`src/rtl/product_accumulator.sv`:
```
// Accumulates signed products from an upstream Booth multiplier into saturating frame sums.
// A frame ends after FRAME_LEN products or on flush, and is held until downstream takes it.
module product_accumulator #(
    parameter int WIDTH     = 6,
    parameter int ACC_WIDTH = 16,
    parameter int FRAME_LEN = 4
) (
    input  logic                 clk,
    input  logic                 rst,
    input  logic                 in_valid,
    output logic                 in_ready,
    input  logic [2*WIDTH-1:0]   product,
    input  logic                 flush,
    output logic                 out_valid,
    input  logic                 out_ready,
    output logic [ACC_WIDTH-1:0] sum,
    output logic                 sat,
    output logic [7:0]           terms
);

    typedef enum logic {ACC, HOLD} state_t;

    localparam logic [7:0]           LAST_IDX = 8'(FRAME_LEN - 1);
    localparam logic [ACC_WIDTH-1:0] SUM_MAX  = {1'b0, {(ACC_WIDTH-1){1'b1}}};
    localparam logic [ACC_WIDTH-1:0] SUM_MIN  = {1'b1, {(ACC_WIDTH-1){1'b0}}};

    state_t               state;
    state_t               next_state;
    logic [ACC_WIDTH-1:0] acc;
    logic [7:0]           count;
    logic                 sat_r;
    logic                 accept;
    logic [ACC_WIDTH:0]   wide_sum;
    logic [ACC_WIDTH-1:0] clamped;
    logic                 overflow;

    assign in_ready  = (state == ACC);
    assign out_valid = (state == HOLD);
    assign accept    = in_valid && in_ready;
    assign sum       = acc;
    assign sat       = sat_r;
    assign terms     = count;

    // One guard bit catches overflow: the top two bits disagree exactly when the sum left range.
    always_comb begin
        wide_sum = {{(ACC_WIDTH + 1 - 2*WIDTH){product[2*WIDTH-1]}}, product}
                 + {acc[ACC_WIDTH-1], acc};
        overflow = (wide_sum[ACC_WIDTH] != wide_sum[ACC_WIDTH-1]);
        clamped  = wide_sum[ACC_WIDTH-1:0];
        if (overflow) begin
            clamped = wide_sum[ACC_WIDTH] ? SUM_MIN : SUM_MAX;
        end
    end

    always_ff @(posedge clk or posedge rst) begin
        if (rst) begin
            state <= ACC;
        end else begin
            state <= next_state;
        end
    end

    // An accept on the flush cycle still counts, so flush with an empty frame but a live accept ends it.
    always_comb begin
        next_state = state;
        case (state)
            ACC: begin
                if ((accept && count == LAST_IDX) || (flush && (count != 8'd0 || accept))) begin
                    next_state = HOLD;
                end
            end
            HOLD: begin
                if (out_ready) begin
                    next_state = ACC;
                end
            end
            default: next_state = ACC;
        endcase
    end

    always_ff @(posedge clk or posedge rst) begin
        if (rst) begin
            acc   <= '0;
            count <= '0;
            sat_r <= 1'b0;
        end else if (state == HOLD) begin
            if (out_ready) begin
                acc   <= '0;
                count <= '0;
                sat_r <= 1'b0;
            end
        end else if (accept) begin
            acc   <= clamped;
            count <= count + 8'd1;
            sat_r <= sat_r | overflow;
        end
    end

endmodule

```
`config.mk`:
```
export PLATFORM = sky130hd
export DESIGN_NAME = product_accumulator
export DESIGN_NICKNAME = d
export VERILOG_FILES = /design/src/rtl/product_accumulator.sv
export SDC_FILE = /design/constraint.sdc
export NUM_CORES = 1
export LEC_CHECK = 0
export CAP_MARGIN = 40
export CORE_ASPECT_RATIO = 0.8
export CORE_MARGIN = 1.5
export CORE_UTILIZATION = 25
export CTS_BUF_LIST = sky130_fd_sc_hd__clkbuf_16
export DETAILED_ROUTE_END_ITERATION = 7
export PLACE_DENSITY = 0.49
export SLEW_MARGIN = 30
export SYNTH_ARGS = -nofsm -noshare
export SYNTH_HDL_FRONTEND = slang
export SYNTH_SLANG_ARGS = --single-unit
```
`constraint.sdc`:
```
create_clock -name clk -period 4.05 [get_ports clk]
set_clock_uncertainty 0.15 [all_clocks]
set_input_delay 0.405 -clock clk [delete_from_list [all_inputs] [get_ports clk]]
set_output_delay 0.405 -clock clk [all_outputs]
set_load 0.01 [all_outputs]
```
==> results.sh <==
export IMPL_multi_input_area_sq_um=1260
export IMPL_postCtsSetupBuffers=0
export IMPL_place_area_sq_um=2550
export IMPL_drive_above_1_share_pct=4.73
export IMPL_syn_inst=234
export IMPL_cp_max_fo=12
export IMPL_ios=44
export IMPL_p_per_area_nw_per_um2=757
export IMPL_netlist_area_sq_um=2010
export IMPL_cts_resized=0
export IMPL_avgSynthCellArea_sq_um=8.57
export IMPL_seqCellArea_sq_um=651
export IMPL_viasPerCell=4.81
export IMPL_numCtsBuffers=3
export IMPL_drv_cap=0
export IMPL_fin_area_sq_um=2650
export IMPL_grt_use_total_pct=12.9
export IMPL_cts_root_buffer="clkbuf_16"
export IMPL_grt_pass1_vias=1735
export IMPL_rows=29
export IMPL_htree_levels=1
export IMPL_ys_seq_area_share_pct=32.4
export IMPL_drt_iter0_drc=63
export IMPL_crit_family="compound AO/OA/AOI/OAI gates"
export IMPL_core_area_sq_um=7840
export IMPL_critical_path_arrival_ns=3.28
export IMPL_setup_slack_ns=0.748
export IMPL_die_area_sq_um=8570
export IMPL_slew_viol_final=0
export IMPL_syn_nets=270
export IMPL_via_count=1841
export IMPL_fin_crit_sh_pct=81.5
export IMPL_max_clock_freq_mhz=303
export IMPL_muxShareOfSynthArea_pct=0
export IMPL_gp_congestion=0.764
export IMPL_overflow=0
export IMPL_setup_viol=0
export IMPL_synthSimpleGateAreaFrac_pct=15.2
export IMPL_p_leak_nw=1.15
export IMPL_reg2reg_to="sum[1]$_DFFE_PP0P_"
export IMPL_crit_chain="clkdlybuf4s50_1, ha_1, a21oi_1, a21boi_0, a311o_1, a41o_1, xor2_1, buf_4, o21ai_2, o21ai_1"
export IMPL_fillCellCount=846
export IMPL_cts_hold_buf=0
export IMPL_synthAdderAreaFrac_pct=12.7
export IMPL_area_growth_syn_to_layout_pct=32.2
export IMPL_wire_per_inst_um=13.5
export IMPL_synth_top_family_by_area="compound AO/OA/AOI/OAI gates"
export IMPL_slowest_delay_ns=0.52
export IMPL_status="finished clean"
export IMPL_synth_xor_area_share_pct=8.73
export IMPL_critPathSlowestCell="clkdlybuf4s50_1"
export IMPL_synthDistinctLibCells=48
export IMPL_cts_tree="built"
export IMPL_synth_seq_cells=26
export IMPL_cts_clk_slew_worst_paths_ns=0.07
export IMPL_layout_commonest_cell="clkdlybuf4s50_1"
export IMPL_worst_r2r_setup_slack_ns=0.93
export IMPL_tightestPinTransition_ns=0.576
export IMPL_clk_path_buf_depth=2
export IMPL_dp_slack_ns=0.464
export IMPL_wl_mm=5.18
export IMPL_cp_start_kind="input pin"
export IMPL_hold_violations=0
export IMPL_ir_drop_mv=0.193
export IMPL_drc=0
export IMPL_antenna_found_initial=0
export IMPL_path_buf_inv=2
export IMPL_hold_ws_ns=0.365
export IMPL_final_cell_mix="43 x clkdlybuf4s50_1, 27 x nand2_1, 26 x dfrtp_1"
export IMPL_utilization_pct=33.8
export IMPL_grt_max_degree=27
export IMPL_die_w_um=103
export IMPL_tns_ns=0
export IMPL_drt_pass1_iterations=4
export IMPL_synth_ff_type="dfrtp_1"
export IMPL_synth_async_reset_ratio_pct=100
export IMPL_ant_nets=0
export IMPL_worst_setup_path_end_kind="flop"
export IMPL_diodes=0
export IMPL_portBuffers=43
export IMPL_critPathKind="in2reg"
export IMPL_insertion_delay_ns=0.27
export IMPL_required_ns=4.03
export IMPL_start_util_pct=25.6
export IMPL_die_h_um=83.1
export IMPL_yosysWarnings=0
export IMPL_rr_startpoint="sum[0]$_DFFE_PP0P_"
export IMPL_synth_compound_area_share_pct=26.3
export IMPL_ff2ff_path_depth=9
export IMPL_nNetsFinal=312
export IMPL_grt_pass1_wl_mm=8.71
export IMPL_synth_edf_count=0
export IMPL_hold_class="in2async"
export IMPL_rsz0062_at_grt="false"
export IMPL_cts_num_sinks=26
export IMPL_place_hpwl_mm=3.94
export IMPL_max_slew_margin_pct=61.6
export IMPL_fin_crit_ns=3.30
## through the flow
stage / total power (W) / instances
2_1_floorplan: 0.00132 / 234
3_3_place_gp: 0.00172 / 379
3_5_place_dp: 0.00173 / 379
4_1_cts: 0.00203 / 383
5_1_grt: 0.00220 / 383
6_report: 0.00201 / 383
## how the worst max path moves through the flow
stage	slack [ns]	end	from	depth (start not counted)
after global placement	0.53	sum[5]$_DFFE_PP0P_	product[11]	10
final	0.75	sum[1]$_DFFE_PP0P_	product[11]	10
after floorplan	1.13	sum[2]$_DFFE_PP0P_	sum[0]$_DFFE_PP0P_	10
after global routing	0.54	sum[6]$_DFFE_PP0P_	product[0]	10
after CTS	0.75	sum[6]$_DFFE_PP0P_	product[11]	10
after detailed placement	0.46	sum[1]$_DFFE_PP0P_	product[11]	10
## cell families (layout without fill, tap and decap cells)
family | after synthesis | count (layout)
buf+inv | 19 | 60
flops | 26 | 26
xor+xnor | 20 | 20
compound gates | 82 | 82
simple gates | 67 | 67
fa+ha+maj | 20 | 20
## where the power goes
part           switching, W  leakage [nW]  internal [W]
sequential        0.0000829         0.341      0.000348
combinational      0.000699         0.762      0.000585
clock             0.0000967        0.0511      0.000197
## flip-flops by register name, summed over array words and instances, names as in the netlist
| name | flops |
|---|---|
| sat | 1 |
| terms | 8 |
| sum | 16 |
| out_valid | 1 |
## cells in the mapped netlist (2+ instances only)
library cell / count / area share [%]
xnor2_1: 8 / 3.5
o21ai_0: 15 / 3.7
nand3_1: 6 / 1.5
a21o_1: 5 / 1.9
ha_1: 18 / 11
a211oi_1: 2 / 0.75
and3_1: 2 / 0.62
a21oi_1: 23 / 5.7
nor4_1: 2 / 0.62
nand2_1: 27 / 5.1
xor2_1: 12 / 5.2
nand4_1: 2 / 0.62
o21a_1: 4 / 1.5
clkbuf_1: 6 / 1.1
dfrtp_1: 26 / 32
o21ai_1: 13 / 3.2
o211ai_1: 2 / 0.75
nor2_1: 17 / 3.2
buf_6: 2 / 1.1
a22o_1: 2 / 0.87
buf_2: 2 / 0.50
a21boi_0: 2 / 0.75
inv_1: 8 / 1.5
nor3_1: 3 / 0.75
and2_1: 2 / 0.62
## worst reg2reg max path: stages (launching register included)
cell	delay [ns]
dfrtp_1	0.41
ha_1	0.23
fa_1	0.43
a21oi_1	0.19
o221a_1	0.24
or2_1	0.13
and3b_1	0.18
o32a_1	0.38
o21ai_2	0.51
o21ai_1	0.14
## per-layer routing
metal	GRT usage, %	part of all wire, %	wire length [um]	up-vias
li1	-	-	-	929
met1	19.4	53	2730	862
met2	18.8	42	2200	43
met3	1.94	3.9	203	7
met4	4.18	1.0	54	0
met5	0	0	0	-
## layout make-up
type	count	area share, %
Clock buffer	3	2.83
Clock inverter	1	1.13
Inverter	8	1.13
Multi-Input combinational cell	189	47.6
Sequential cell	26	24.5
Tap cell	108	5.10
Timing Repair Buffer	48	17.6
(Power assumes the default switching activity.)
